[src/rtl/ghost_collision_if.sv]
// Position and status bundle between the movers and the ghost/Pac-Man collision block.
// The master drives positions and the movement strobe; the slave returns collision status.
interface ghost_collision_if;
  logic       tick;
  logic [9:0] pac_x;
  logic [8:0] pac_y;
  logic [9:0] ghost_x;
  logic [8:0] ghost_y;
  logic       hit;
  logic       respawn;
  logic       freeze;
  logic [1:0] lives;
  logic       game_over;

  modport master (
    output tick, pac_x, pac_y, ghost_x, ghost_y,
    input  hit, respawn, freeze, lives, game_over
  );

  modport slave (
    input  tick, pac_x, pac_y, ghost_x, ghost_y,
    output hit, respawn, freeze, lives, game_over
  );
endinterface

[src/rtl/ghost_collision.sv]
// Ghost/Pac-Man overlap detection, lives bookkeeping and the freeze/respawn sequence.
// Every output is registered; the overlap test is registered one cycle ahead of the FSM.
module ghost_collision #(
  parameter int unsigned HIT_RADIUS   = 8,
  parameter int unsigned LIVES_INIT   = 3,
  parameter int unsigned FREEZE_TICKS = 120
) (
  input  logic             clk,
  input  logic             rst,
  ghost_collision_if.slave bus
);

  localparam logic [10:0] RAD_X  = 11'(HIT_RADIUS);
  localparam logic [9:0]  RAD_Y  = 10'(HIT_RADIUS);
  localparam logic [1:0]  LIVES0 = 2'(LIVES_INIT);
  localparam logic [7:0]  TICKS0 = 8'(FREEZE_TICKS);

  typedef enum logic [1:0] {
    PLAY   = 2'd0,
    HIT    = 2'd1,
    FREEZE = 2'd2,
    OVER   = 2'd3
  } state_t;

  state_t     state_q, state_d;
  logic [7:0] cnt_q, cnt_d;
  logic [1:0] lives_q, lives_d;
  logic       overlap_q, overlap_d;
  logic       hit_q, hit_d;
  logic       respawn_q, respawn_d;
  logic       freeze_q, freeze_d;
  logic       over_q, over_d;

  logic [10:0] dx, adx;
  logic [9:0]  dy, ady;

  // Zero-extended subtraction: the playfield never wraps, so 0 vs 1023 is far apart.
  assign dx  = {1'b0, bus.ghost_x} - {1'b0, bus.pac_x};
  assign dy  = {1'b0, bus.ghost_y} - {1'b0, bus.pac_y};
  assign adx = dx[10] ? (~dx + 11'd1) : dx;
  assign ady = dy[9]  ? (~dy + 10'd1) : dy;
  assign overlap_d = (adx < RAD_X) && (ady < RAD_Y);

  always_comb begin
    state_d = state_q;
    cnt_d   = cnt_q;
    lives_d = lives_q;
    unique case (state_q)
      PLAY: begin
        if (overlap_q) begin
          state_d = HIT;
          lives_d = (lives_q == 2'd0) ? 2'd0 : lives_q - 2'd1;
        end
      end
      HIT: begin
        if (lives_q == 2'd0) begin
          state_d = OVER;
        end else begin
          state_d = FREEZE;
          cnt_d   = TICKS0;
        end
      end
      FREEZE: begin
        if (cnt_q == 8'd0) begin
          state_d = PLAY;
        end else if (bus.tick) begin
          cnt_d = cnt_q - 8'd1;
        end
      end
      OVER: begin
        state_d = OVER;
      end
      default: begin
        state_d = PLAY;
      end
    endcase

    // Outputs are registered from the next state so they line up with the state they describe.
    hit_d     = (state_q == PLAY) && (state_d == HIT);
    respawn_d = (state_q == HIT) && (state_d == FREEZE);
    freeze_d  = (state_d != PLAY);
    over_d    = (state_d == OVER);
  end

  always_ff @(posedge clk) begin
    if (rst) begin
      state_q   <= PLAY;
      cnt_q     <= '0;
      lives_q   <= LIVES0;
      overlap_q <= 1'b0;
      hit_q     <= 1'b0;
      respawn_q <= 1'b0;
      freeze_q  <= 1'b0;
      over_q    <= 1'b0;
    end else begin
      state_q   <= state_d;
      cnt_q     <= cnt_d;
      lives_q   <= lives_d;
      overlap_q <= overlap_d;
      hit_q     <= hit_d;
      respawn_q <= respawn_d;
      freeze_q  <= freeze_d;
      over_q    <= over_d;
    end
  end

  assign bus.hit       = hit_q;
  assign bus.respawn   = respawn_q;
  assign bus.freeze    = freeze_q;
  assign bus.lives     = lives_q;
  assign bus.game_over = over_q;

endmodule
[src/flat_wrapper.sv]
// flat-port wrapper written by rule: the top's interface ports become plain ports
module ghost_collision_flat 
#(
  parameter int unsigned HIT_RADIUS   = 8,
  parameter int unsigned LIVES_INIT   = 3,
  parameter int unsigned FREEZE_TICKS = 120
)
  (clk, rst, bus_tick, bus_pac_x, bus_pac_y, bus_ghost_x, bus_ghost_y, bus_hit, bus_respawn, bus_freeze, bus_lives, bus_game_over);
  ghost_collision_if bus_i ();
  input  logic clk;
  input  logic rst;
  input wire logic [$bits(bus_i.tick)-1:0] bus_tick;
  input wire logic [$bits(bus_i.pac_x)-1:0] bus_pac_x;
  input wire logic [$bits(bus_i.pac_y)-1:0] bus_pac_y;
  input wire logic [$bits(bus_i.ghost_x)-1:0] bus_ghost_x;
  input wire logic [$bits(bus_i.ghost_y)-1:0] bus_ghost_y;
  output wire logic [$bits(bus_i.hit)-1:0] bus_hit;
  output wire logic [$bits(bus_i.respawn)-1:0] bus_respawn;
  output wire logic [$bits(bus_i.freeze)-1:0] bus_freeze;
  output wire logic [$bits(bus_i.lives)-1:0] bus_lives;
  output wire logic [$bits(bus_i.game_over)-1:0] bus_game_over;
  assign bus_i.tick = bus_tick;
  assign bus_i.pac_x = bus_pac_x;
  assign bus_i.pac_y = bus_pac_y;
  assign bus_i.ghost_x = bus_ghost_x;
  assign bus_i.ghost_y = bus_ghost_y;
  assign bus_hit = bus_i.hit;
  assign bus_respawn = bus_i.respawn;
  assign bus_freeze = bus_i.freeze;
  assign bus_lives = bus_i.lives;
  assign bus_game_over = bus_i.game_over;
  ghost_collision #(.HIT_RADIUS(HIT_RADIUS), .LIVES_INIT(LIVES_INIT), .FREEZE_TICKS(FREEZE_TICKS)) u_core (.clk(clk), .rst(rst), .bus(bus_i));
endmodule
[config.mk]
export PLATFORM = sky130hd
export DESIGN_NAME = ghost_collision_flat
export DESIGN_NICKNAME = d
export VERILOG_FILES = /design/src/rtl/ghost_collision_if.sv /design/src/rtl/ghost_collision.sv /design/src/flat_wrapper.sv
export SDC_FILE = /design/constraint.sdc
export NUM_CORES = 1
export LEC_CHECK = 0
export CAP_MARGIN = 5
export CORE_MARGIN = 1
export CORE_UTILIZATION = 35
export CTS_CLUSTER_DIAMETER = 40
export DETAILED_ROUTE_END_ITERATION = 10
export DONT_BUFFER_PORTS = 1
export PLACE_DENSITY = 0.53
export SYNTH_ARGS = -nofsm -noshare
export SYNTH_HDL_FRONTEND = slang
export SYNTH_SLANG_ARGS = --single-unit
export TNS_END_PERCENT = 100
[constraint.sdc]
create_clock -name clk -period 4.1 [get_ports clk]
set_input_delay 1.23 -clock clk [delete_from_list [all_inputs] [get_ports clk]]
set_output_delay 1.23 -clock clk [all_outputs]
set_load 0.01 [all_outputs]
# Word-level counts from Yosys, hierarchy flattened
# Index checks and enable logic that the tools add are counted.
# classes
n_mux	11
reduce_logical	10
bitwise_logic	2
magnitude_cmp	2
eq_ne	9
addsub	6
# ops
op	count
8-bit two-way mux	3
8-bit case mux with 2 select lines	1
11-bit by 1-bit adder with 11-bit output, second input constant	1
11-bit by 4-bit less-than comparator with 1-bit output, second input constant	1
11-bit two-way mux	1
11-bit inverter	1
10-bit by 10-bit subtractor with 11-bit output	1
10-bit by 1-bit adder with 10-bit output, second input constant	1
10-bit by 4-bit less-than comparator with 1-bit output, second input constant	1
10-bit two-way mux	1
10-bit inverter	1
9-bit by 9-bit subtractor with 10-bit output	1
2-bit == test, second input constant	4
8-bit logical NOT	1
2-bit case mux with 4 select lines	1
8-bit by 1-bit subtractor with 8-bit output, second input constant	1
2-bit two-way mux	3
2-bit inequality test, second input constant	3
2-bit by 1-bit == test with 1-bit output, second input constant	2
2-bit logical NOT	2
4-bit AND reduction	1
2-bit nonzero test	2
1-bit logical AND	3
2-bit AND reduction	1
other kinds (2)	2
# word_totals
word_cells	48
regBits	17
out_inout_bits	6
in_bits	41

# Longest topological paths before layout
# Gate-level depths: netlist of the first run.
# depth
word_depth	6
ltp_mapped	11

# Worst setup path after synthesis of the first run
# Ideal clock, no wire load.
# synth_timing
kind	input to register
from	input port bus_ghost_x[0]
to	register u_core.overlap_q
path_slack_ns	0.557
arrival_ns	3.440
cell_stages	11
setup_ns	0.103
cell_sequence	inv_1 ha_1 inv_1 fa_1 a211oi_4 o21ai_2 and3_4 or3_1 o32ai_2 o2111ai_1 a2111oi_2
# synth_between
elab_chain_cells	6
# synth_rtl
element	line_no	rtl
from (decl)	flat_wrapper.sv:15	input wire logic [$bits(bus_i.ghost_x)-1:0] bus_ghost_x;
10-bit by 10-bit subtractor with 11-bit output *	ghost_collision.sv:38	assign dx = {1'b0, bus.ghost_x} - {1'b0, bus.pac_x};
11-bit inverter	ghost_collision.sv:40	assign adx = dx[10] ? (~dx + 11'd1) : dx;
11-bit by 1-bit adder with 11-bit output	ghost_collision.sv:40	
11-bit two-way mux *	ghost_collision.sv:40	
11-bit by 4-bit less-than comparator with 1-bit output *	ghost_collision.sv:42	assign overlap_d = (adx < RAD_X) && (ady < RAD_Y);
1-bit logical AND *	ghost_collision.sv:42	
to (signal assigned)	ghost_collision.sv:99	overlap_q <= overlap_d;
to (decl)	ghost_collision.sv:28	logic overlap_q, overlap_d;
# Mark *: on every way between the ends. The rest lies on a longest branch, timed or not.
# A chain may end at the register's enable or synchronous reset.

# Final worst setup path of the first run
# Ends and elaborated chain as after synthesis.

==> results.cfg, run 1 <==
[min_path]
hold_path.class = reg -> reg
min_path_cells = 2
holdCritStartpoint = u_core.cnt_q[1]
holdPathEnd = u_core.cnt_q[1]

[synthesis]
ys.warnings.count = 0
syn-num-nets = 306
synth_edf_count = 0
synthCells = 242
yosys.area.top_type = dfxtp_1
synth_seq_cells = 17
synth.distinct_cells = 52
netlist.area_leader.share = 0.183
ys_seq_area_frac = 0.183
syn_area_um2 = 1860
synth_ff_type = dfxtp_1
synth_most_common_cell = inv_1
synth_area_leaders = dfxtp_1 (18%), ha_1 (14%), inv_1 (6.4%)
synth_area_per_cell_um2 = 7.70
synth.top_cells.by_count = inv_1 (32), ha_1 (21), a21oi_1 (18), nor2_1 (18), dfxtp_1 (17)
async_reset_ff_frac = 0

[pwr]
p_leak_nw = 0.845
worst_ir_drop_vdd_uv = 88.7
power.density_nw_per_um2 = 246

[timing]
fmax_ghz = 0.295
rsz0062_at_grt = false
setup_tns_ns = 0
finalHoldViolCount = 0
slew_violations = 0
slew_headroom = 0.649
finalClockSkew_ns = 0.00223
tightest_slew_ns = 0.522
finalCriticalPeriod_ns = 3.40
period_share = 0.828
setup_violations = 0

[critical_path]
reg2regPathDepth = 6
r2r_start = u_core.bus.lives[0]
worst-endpoint-arrival_ns = 3.54
path_depth = 11
rrSetupSlack_ns = 2.08
slowest_delay_ns = 0.43
cp-start-kind = primary input
cpMostUsedCell = inv_1
critPathMaxFanout = 4
cp-end-kind = flop
cp_slowest_cell = fa_1
crit_required_ns = 4.25
path_delay_family = compound AO/OA/AOI/OAI gates
worstSetupPathType = in -> reg
worstPathCellList = inv_1, ha_1, inv_1, fa_1, a211oi_4, o21ai_2, and3_4, or3_1, o32ai_2, o2111ai_1, a2111oi_2
worst-path-buf-inv = 2
reg2reg_to = u_core.cnt_q[5]

[floorplan]
die-width_um = 75.0
die_height_um = 75.0
initial_core_util = 0.365
die-area_um2 = 5620
core_um2 = 5110
io_pins = 47
fp-row-count = 26

[finish]
final_area_um2 = 1990
fin_nets = 309
final_cells = 314
antenna_cells = 0
area_growth_pct = 6.65
drive_gt1_frac = 0.0615
utilization = 0.389

[place]
place_area_um2 = 1940
place_hpwl_um = 2960
gp_congestion = 0.730
port-buffer-count = 0
dp.cells = 310

[global_routing]
grt_util_met2 = 0.217
grt-ovfl-total = 0
grt_pass1_wl_um = 5910
grt_usage = 0.130
use_met1 = 0.180
grt_util_met3 = 0.0120
grt_max_degree = 15
grt.busiest_layer = met2
antenna_found_initial = 0
first_global_vias = 1414

[clock_tree]
cts.repair.resized = 0
clockBufferDepth = 2
ctsHoldBuffers = 0
cts_tree = done
clkLatencyLatePin_ns = 0.24
post-cts-setup-buffers = 0
clock-sinks = 17
ctsHtreeMaxLevel = 1
root_buffer = clkbuf_8
cts_buffers = 3
clk_pin_slew_ns = 0.07

[status]
status = finished clean

[routing]
wl_um = 3520
ant_nets = 0
drc = 0
drt_iter0_drc = 43
first_pass_iters = 4
vias = 1619
wire_per_inst_um = 11.2
vias_per_cell = 5.16

[flow_run]
max_cap_viol_count = 0
[layout by cell type, fill, tap and decap left out, types with 3 or more instances in the layout]
cell / count
a21o_1: 3
nand2_1: 15
or2_2: 3
nand2b_1: 4
a21oi_1: 18
nor2_1: 18
dfxtp_1: 17
o21ai_0: 6
nand3_1: 9
xor2_1: 7
o211ai_1: 3
nor4_1: 4
inv_1: 32
clkbuf_8: 3
a31oi_1: 3
nor3b_1: 3
nor3_1: 9
or3_1: 6
xnor2_1: 11
o2111ai_1: 4
ha_1: 21
[worst max path at each step]
stage              startpoint                to  slack [ns]
4_1_cts        bus_ghost_x[0]  u_core.overlap_q        0.67
5_1_grt        bus_ghost_x[0]  u_core.overlap_q        0.51
2_1_floorplan  bus_ghost_x[0]  u_core.overlap_q        0.56
3_5_place_dp   bus_ghost_x[0]  u_core.overlap_q        0.40
3_3_place_gp   bus_ghost_x[0]  u_core.overlap_q        0.46
6_report       bus_ghost_x[0]  u_core.overlap_q        0.70
[routing by layer]
metal | wire length (um) | share of wire
met3 | 97 | 0.028
met4 | 15 | 0.0043
met1 | 1760 | 0.50
met2 | 1640 | 0.47
met5 | 0 | 0
[report_power, final]
part / internal [mW] / leakage, nW / switching [mW] / total (mW)
registers: 0.165 / 0.137 / 0.000113 / 0.165
clock network: 0.0688 / 0.0228 / 0.0555 / 0.124
logic: 0.0885 / 0.685 / 0.110 / 0.199
[tightest hold or removal path, stage by stage (launching register included)]
cell	delay (ns)
dfxtp_1	0.33
nand2_1	0.06
a21oi_1	0.05
[registers in the layout, indices dropped and copies added (netlist names)]
name                  cells
u_core.bus.hit            1
u_core.state_q            2
u_core.bus.freeze         1
u_core.bus.lives          2
u_core.overlap_q          1
u_core.bus.respawn        1
u_core.bus.game_over      1
u_core.cnt_q              8
[metrics by stage]
stage | hold slack [ns] | total power [mW] | setup WS [ns]
final | 0.475 | 0.488 | 0.705
after global routing | 0.499 | 0.526 | 0.511
after CTS | 0.478 | 0.493 | 0.669
after detailed placement | 0.469 | 0.369 | 0.403
after global placement | 0.464 | 0.368 | 0.463
after floorplan | 0.445 | 0.339 | 0.557
[cell type report]
class,instances,area (um^2)
multi-input combinational,191,1390
inverter,32,120
clock buffer,4,45.0
tap,70,87.6
sequential,17,340
fill,542,3120
[kinds of logic after synthesis]
| kind of cell | synth area share |
|---|---|
| AOI/OAI and AO/OA | 0.212 |
| xor gates and xnor gates | 0.0846 |
| adders and majority gates | 0.163 |
| buffers and inverters | 0.0692 |
| DFF | 0.183 |
| muxes | 0.0107 |
| and+or+nand+nor | 0.278 |
Note: power is estimated with default switching activity, not from simulation.
==> run 2: changes to the inputs <==
==> constraint.sdc (replaced) <==
create_clock -name clk -period 3.4 [get_ports clk]
set_input_delay 1.02 -clock clk [delete_from_list [all_inputs] [get_ports clk]]
set_output_delay 1.02 -clock clk [all_outputs]
set_load 0.01 [all_outputs]
==> run 2 against run 1 <==
Net effect:
- clock power increased by 22%
- critical path depth unchanged
- final area increased by 1.2%
- wire length increased by 3.8%
- global-route usage increased by 0.30 points
- flip-flop and latch count unchanged
- sequential power increased by 21%
- total power increased by 22%
- clock-buffer cell count decreased by 1
- via count increased by 1.8%
- register-to-register slack got worse by 0.73 ns
- sequential share of layout area decreased by 0.20 points
- critical endpoint unchanged
==> results.cfg, run 2 (synthesized netlist as in run 1, its figures left out) <==
[clock_tree]
cts_tree = done
clock-sinks = 17
ctsHoldBuffers = 0
cts_buffers = 3
cts.repair.resized = 0
clk_pin_slew_ns = 0.07
root_buffer = clkbuf_8
clockBufferDepth = 2
post-cts-setup-buffers = 0
ctsHtreeMaxLevel = 1
clkLatencyLatePin_ns = 0.25

[timing]
slew_violations = 0
fmax_ghz = 0.311
finalCriticalPeriod_ns = 3.21
finalHoldViolCount = 0
slew_headroom = 0.643
period_share = 0.945
tightest_slew_ns = 0.531
finalClockSkew_ns = 0.00281
setup_violations = 0
setup_slack_ns = 0.188
rsz0062_at_grt = false

[place]
port-buffer-count = 0
pre_cts_ws_ns = -0.0982
place_hpwl_um = 3040
gp_congestion = 0.784

[routing]
wl_um = 3650
wl_met3_um = 100
first_pass_iters = 4
drc = 0
wire_per_inst_um = 11.5
drt_iter0_drc = 67
wl_met1_um = 1830
ant_nets = 0
vias_per_cell = 5.20
vias = 1648
met2_length_um = 1710
highest_layer = met4

[flow_run]
max_cap_viol_count = 0

[global_routing]
grt_max_degree = 15
grt-ovfl-total = 0
first_global_vias = 1474
antenna_found_initial = 0
grt_pass1_wl_um = 6060
grt_usage = 0.133

[floorplan]
core_um2 = 5110
die-width_um = 75.0
die_height_um = 75.0
die-area_um2 = 5620
fp-row-count = 26
io_pins = 47
initial_core_util = 0.365

[min_path]
hold_path.class = reg -> reg
holdPathEnd = u_core.cnt_q[1]
holdCritStartpoint = u_core.cnt_q[1]
min_path_cells = 2

[pwr]
p_total_mw = 0.597
worst_ir_drop_vdd_uv = 135
power.density_nw_per_um2 = 297
p_leak_nw = 0.862

[critical_path]
r2r_start = u_core.bus.lives[0]
critPathMaxFanout = 4
rrSetupSlack_ns = 1.35
crit_required_ns = 3.55
reg2regPathDepth = 6
reg2reg_to = u_core.cnt_q[5]
worstSetupPathType = in -> reg
worst-endpoint-arrival_ns = 3.36
cp-end-kind = flop
cp-start-kind = primary input

[finish]
layout_common_cells = inv_1 (32), ha_1 (21), nor2_1 (18), a21oi_1 (18), dfxtp_1 (17)
antenna_cells = 0
area_growth_pct = 7.92
drive_gt1_frac = 0.0769
fin_nets = 312
max_flop_register = u_core.cnt_q
fill_cells = 544
largest_reg_flops = 8
final_common_cell = inv_1

[status]
status = finished clean
-- run 2: cell types whose count changed in the layout (fill, tap and decap cells not counted), sizes merged --
cell    delta
buf        +3
clkbuf     -1
clkinv     +1
-- run 2: critical path, cell delays in order --
cell and delay [ns]:
inv_1 0.04, ha_1 0.16, inv_1 0.05, fa_1 0.44
a211oi_4 0.30, o21ai_2 0.11, and3_4 0.18, or3_1 0.37
o32ai_2 0.26, o2111ai_1 0.15, a2111oi_2 0.28
-- run 2: layout make-up --
type	count	area (um^2)	share of cell area
clock buffer	3	41.3	0.0205
inverter	32	120	0.0597
multi-input combinational	191	1390	0.693
sequential	17	340	0.169
timing repair buffer	3	22.5	0.0112
clock inverter	1	5.00	0.00249
tap	70	87.6	0.0436
-- run 2: per-layer routing --
metal / track usage / up-vias
li1: - / 879
met1: 0.182 / 740
met2: 0.228 / 27
met3: 0.0134 / 2
met4: 0.0252 / 0
met5: 0 / -
-- run 2: through the flow --
| step | utilization | area [um^2] | hold WS [ns] | TNS [ns] | std cells |
|---|---|---|---|---|---|
| floorplan | - | 1860 | 0.445 | 0 | 242 |
| global placement | 0.385 | 1960 | 0.458 | -0.0308 | 313 |
| detailed placement | 0.385 | 1960 | 0.474 | -0.0982 | 313 |
| CTS | 0.394 | 2010 | 0.483 | 0 | 317 |
| global route | 0.394 | 2010 | 0.506 | 0 | 317 |
| finish | 0.394 | 2010 | 0.482 | 0 | 317 |
-- run 2: worst max-delay path by stage --
stage	start	endpoint	slack, ns	depth (start not counted)
final	bus_ghost_x[0]	u_core.overlap_q	0.19	11
after global routing	bus_ghost_x[0]	u_core.overlap_q	0.04	11
after CTS	bus_ghost_x[0]	u_core.overlap_q	0.16	11
after detailed placement	bus_ghost_x[0]	u_core.overlap_q	-0.1	11
after global placement	bus_ghost_x[0]	u_core.overlap_q	-0.03	11
after floorplan	bus_ghost_x[0]	u_core.overlap_q	0.07	11
-- run 2: where the power goes --
group	switching [mW]	internal [mW]	total, mW
sequential	0.000136	0.199	0.199
clock	0.0698	0.0812	0.151
combinational	0.136	0.111	0.247
==> run 3: changes to the inputs <==
--- a/config.mk
+++ b/config.mk
@@ -5,13 +5,15 @@
 export SDC_FILE = /design/constraint.sdc
 export NUM_CORES = 1
 export LEC_CHECK = 0
-export CAP_MARGIN = 5
+export CAP_MARGIN = 15
 export CORE_MARGIN = 1
 export CORE_UTILIZATION = 35
 export CTS_CLUSTER_DIAMETER = 40
 export DETAILED_ROUTE_END_ITERATION = 10
 export DONT_BUFFER_PORTS = 1
+export GPL_ROUTABILITY_DRIVEN = 1
 export PLACE_DENSITY = 0.53
+export SETUP_SLACK_MARGIN = 0.2
 export SYNTH_ARGS = -nofsm -noshare
 export SYNTH_HDL_FRONTEND = slang
 export SYNTH_SLANG_ARGS = --single-unit
==> run 3 against run 2 <==
Net effect:
- wire length decreased by 5.5%
- clock skew about the same
- utilization increased by 0.32 points
- flip-flop and latch count unchanged
- sequential share of layout area decreased by 0.14 points
- final cell count decreased by 0.32%
- via count decreased by 2.7%
- clock-buffer cell count unchanged
- non-clock buffer count decreased by 1
- critical path type unchanged
==> results.cfg, run 3 (synthesized netlist as in run 1, its figures left out) <==
[finish]
largest_reg_flops = 8
fill_cells = 543
final_cells = 316
area_growth_pct = 8.80
final_common_cell = inv_1
drive_gt1_frac = 0.0976
antenna_cells = 0
layout_common_cells = inv_1 (30), ha_1 (20), nor2_1 (18)
max_flop_register = u_core.cnt_q
fin_nets = 311

[critical_path]
r2r_start = u_core.bus.lives[0]
rrSetupSlack_ns = 1.37
cp-start-kind = primary input
cp-end-kind = flop
reg2regPathDepth = 6
worst-path-buf-inv = 2
slowest_delay_ns = 0.41
crit_required_ns = 3.56
cpMostUsedCell = inv_2
worst-endpoint-arrival_ns = 3.19
reg2reg_to = u_core.cnt_q[5]
critPathMaxFanout = 4
cp_slowest_cell = fa_2
path_delay_family = compound AO/OA/AOI/OAI gates
worstPathCellList = inv_2, ha_4, inv_2, fa_2, a211oi_4, o21ai_2, and3_4, or3_4, o32ai_2, o2111ai_1, a2111oi_2
worstSetupPathType = in -> reg

[timing]
tightest_slew_ns = 0.521
slew_violations = 0
setup_tns_ns = 0
finalClockSkew_ns = 0.00261
setup_slack_ns = 0.370
setup_violations = 0
finalCriticalPeriod_ns = 3.03
finalHoldViolCount = 0
fmax_ghz = 0.330
period_share = 0.891
rsz0062_at_grt = false
slew_headroom = 0.649

[place]
dp.cells = 312
place_hpwl_um = 2940
port-buffer-count = 0
pre_cts_ws_ns = 0.0853
gp_congestion = 0.754

[pwr]
p_sw_mw = 0.203
power_frac_seq = 0.335
p_clk_frac = 0.251
p_total_mw = 0.596
p_int_mw = 0.393
worst_ir_drop_vdd_uv = 112
p_leak_nw = 0.855
power.density_nw_per_um2 = 294
swShare = 0.341
p_comb_frac = 0.414

[clock_tree]
clockBufferDepth = 2
clkLatencyLatePin_ns = 0.25
cts_tree = done
clock-sinks = 17
root_buffer = clkbuf_8
cts_buffers = 3
clk_pin_slew_ns = 0.06
ctsHtreeMaxLevel = 1
post-cts-setup-buffers = 0

[min_path]
holdPathEnd = u_core.cnt_q[1]
holdCritStartpoint = u_core.cnt_q[1]
hold_path.class = reg -> reg
min_path_cells = 2

[global_routing]
grt_pass1_wl_um = 5830
antenna_found_initial = 0
grt_max_degree = 15
grt_usage = 0.130
first_global_vias = 1402
grt-ovfl-total = 0

[floorplan]
initial_core_util = 0.365
core_um2 = 5110
io_pins = 47
fp-row-count = 26
die_height_um = 75.0
die-area_um2 = 5620
die-width_um = 75.0

[routing]
wire_per_inst_um = 10.9
ant_nets = 0
drc = 0
vias_per_cell = 5.07
drt_iter0_drc = 27
wl_um = 3450
vias = 1603
first_pass_iters = 4

[status]
status = finished clean

[flow_run]
max_cap_viol_count = 0
==> run 3: routing by layer <==
| layer | part of all wire | vias to the layer above | wire length (um) | GRT usage |
|---|---|---|---|---|
| li1 | - | 876 | - | - |
| met1 | 0.50 | 692 | 1730 | 0.176 |
| met2 | 0.45 | 30 | 1540 | 0.213 |
| met3 | 0.036 | 5 | 123 | 0.0134 |
| met4 | 0.017 | 0 | 58 | 0.0503 |
| met5 | 0 | - | 0 | 0 |
==> run 3: worst max path at each step <==
stage,slack [ns],cells after the start,start,end
floorplan,0.23,11,bus_ghost_x[0],u_core.overlap_q
global placement,0.14,11,bus_ghost_x[0],u_core.overlap_q
detailed placement,0.09,11,bus_ghost_x[0],u_core.overlap_q
CTS,0.35,11,bus_ghost_x[0],u_core.overlap_q
global route,0.21,11,bus_ghost_x[0],u_core.overlap_q
finish,0.37,11,bus_ghost_x[0],u_core.overlap_q
==> run 3: repair_timing <==
action / CTS / global route
gates resized for setup: 0 / 1
setup endpoints to repair: 0 / 1
hold buffers: 0 / 0
==> run 3: worst reg2reg max path: stages, from the launching register on <==
cell     delay (ns)
dfxtp_1        0.48
o211a_1        0.25
o22ai_1        0.20
nor4_1         0.44
nor3b_1        0.30
xnor2_1        0.15
a21oi_1        0.08
==> run 3: through the flow <==
step	util	hold WS, ns	instance area [um^2]
2_1_floorplan	-	0.445	1880
6_report	0.397	0.468	2030
3_5_place_dp	0.387	0.460	1980
5_1_grt	0.397	0.507	2030
3_3_place_gp	0.387	0.460	1980
4_1_cts	0.396	0.469	2020
==> run 3: cell type report <==
type / instances / area, um^2 / area share
tap: 70 / 87.6 / 0.0432
timing repair buffer: 2 / 15.0 / 0.00741
clock buffer: 3 / 41.3 / 0.0204
clock inverter: 1 / 5.00 / 0.00247
sequential: 17 / 340 / 0.168
multi-input combinational: 191 / 1420 / 0.699
inverter: 32 / 120 / 0.0593
==> run 3: power groups by stage <==
stage	logic, mW	clock network (mW)	registers, mW
finish	0.247	0.150	0.199
global route	0.282	0.161	0.199
CTS	0.249	0.156	0.199
detailed placement	0.248	0	0.204
global placement	0.249	0	0.204
floorplan	0.208	0	0.204
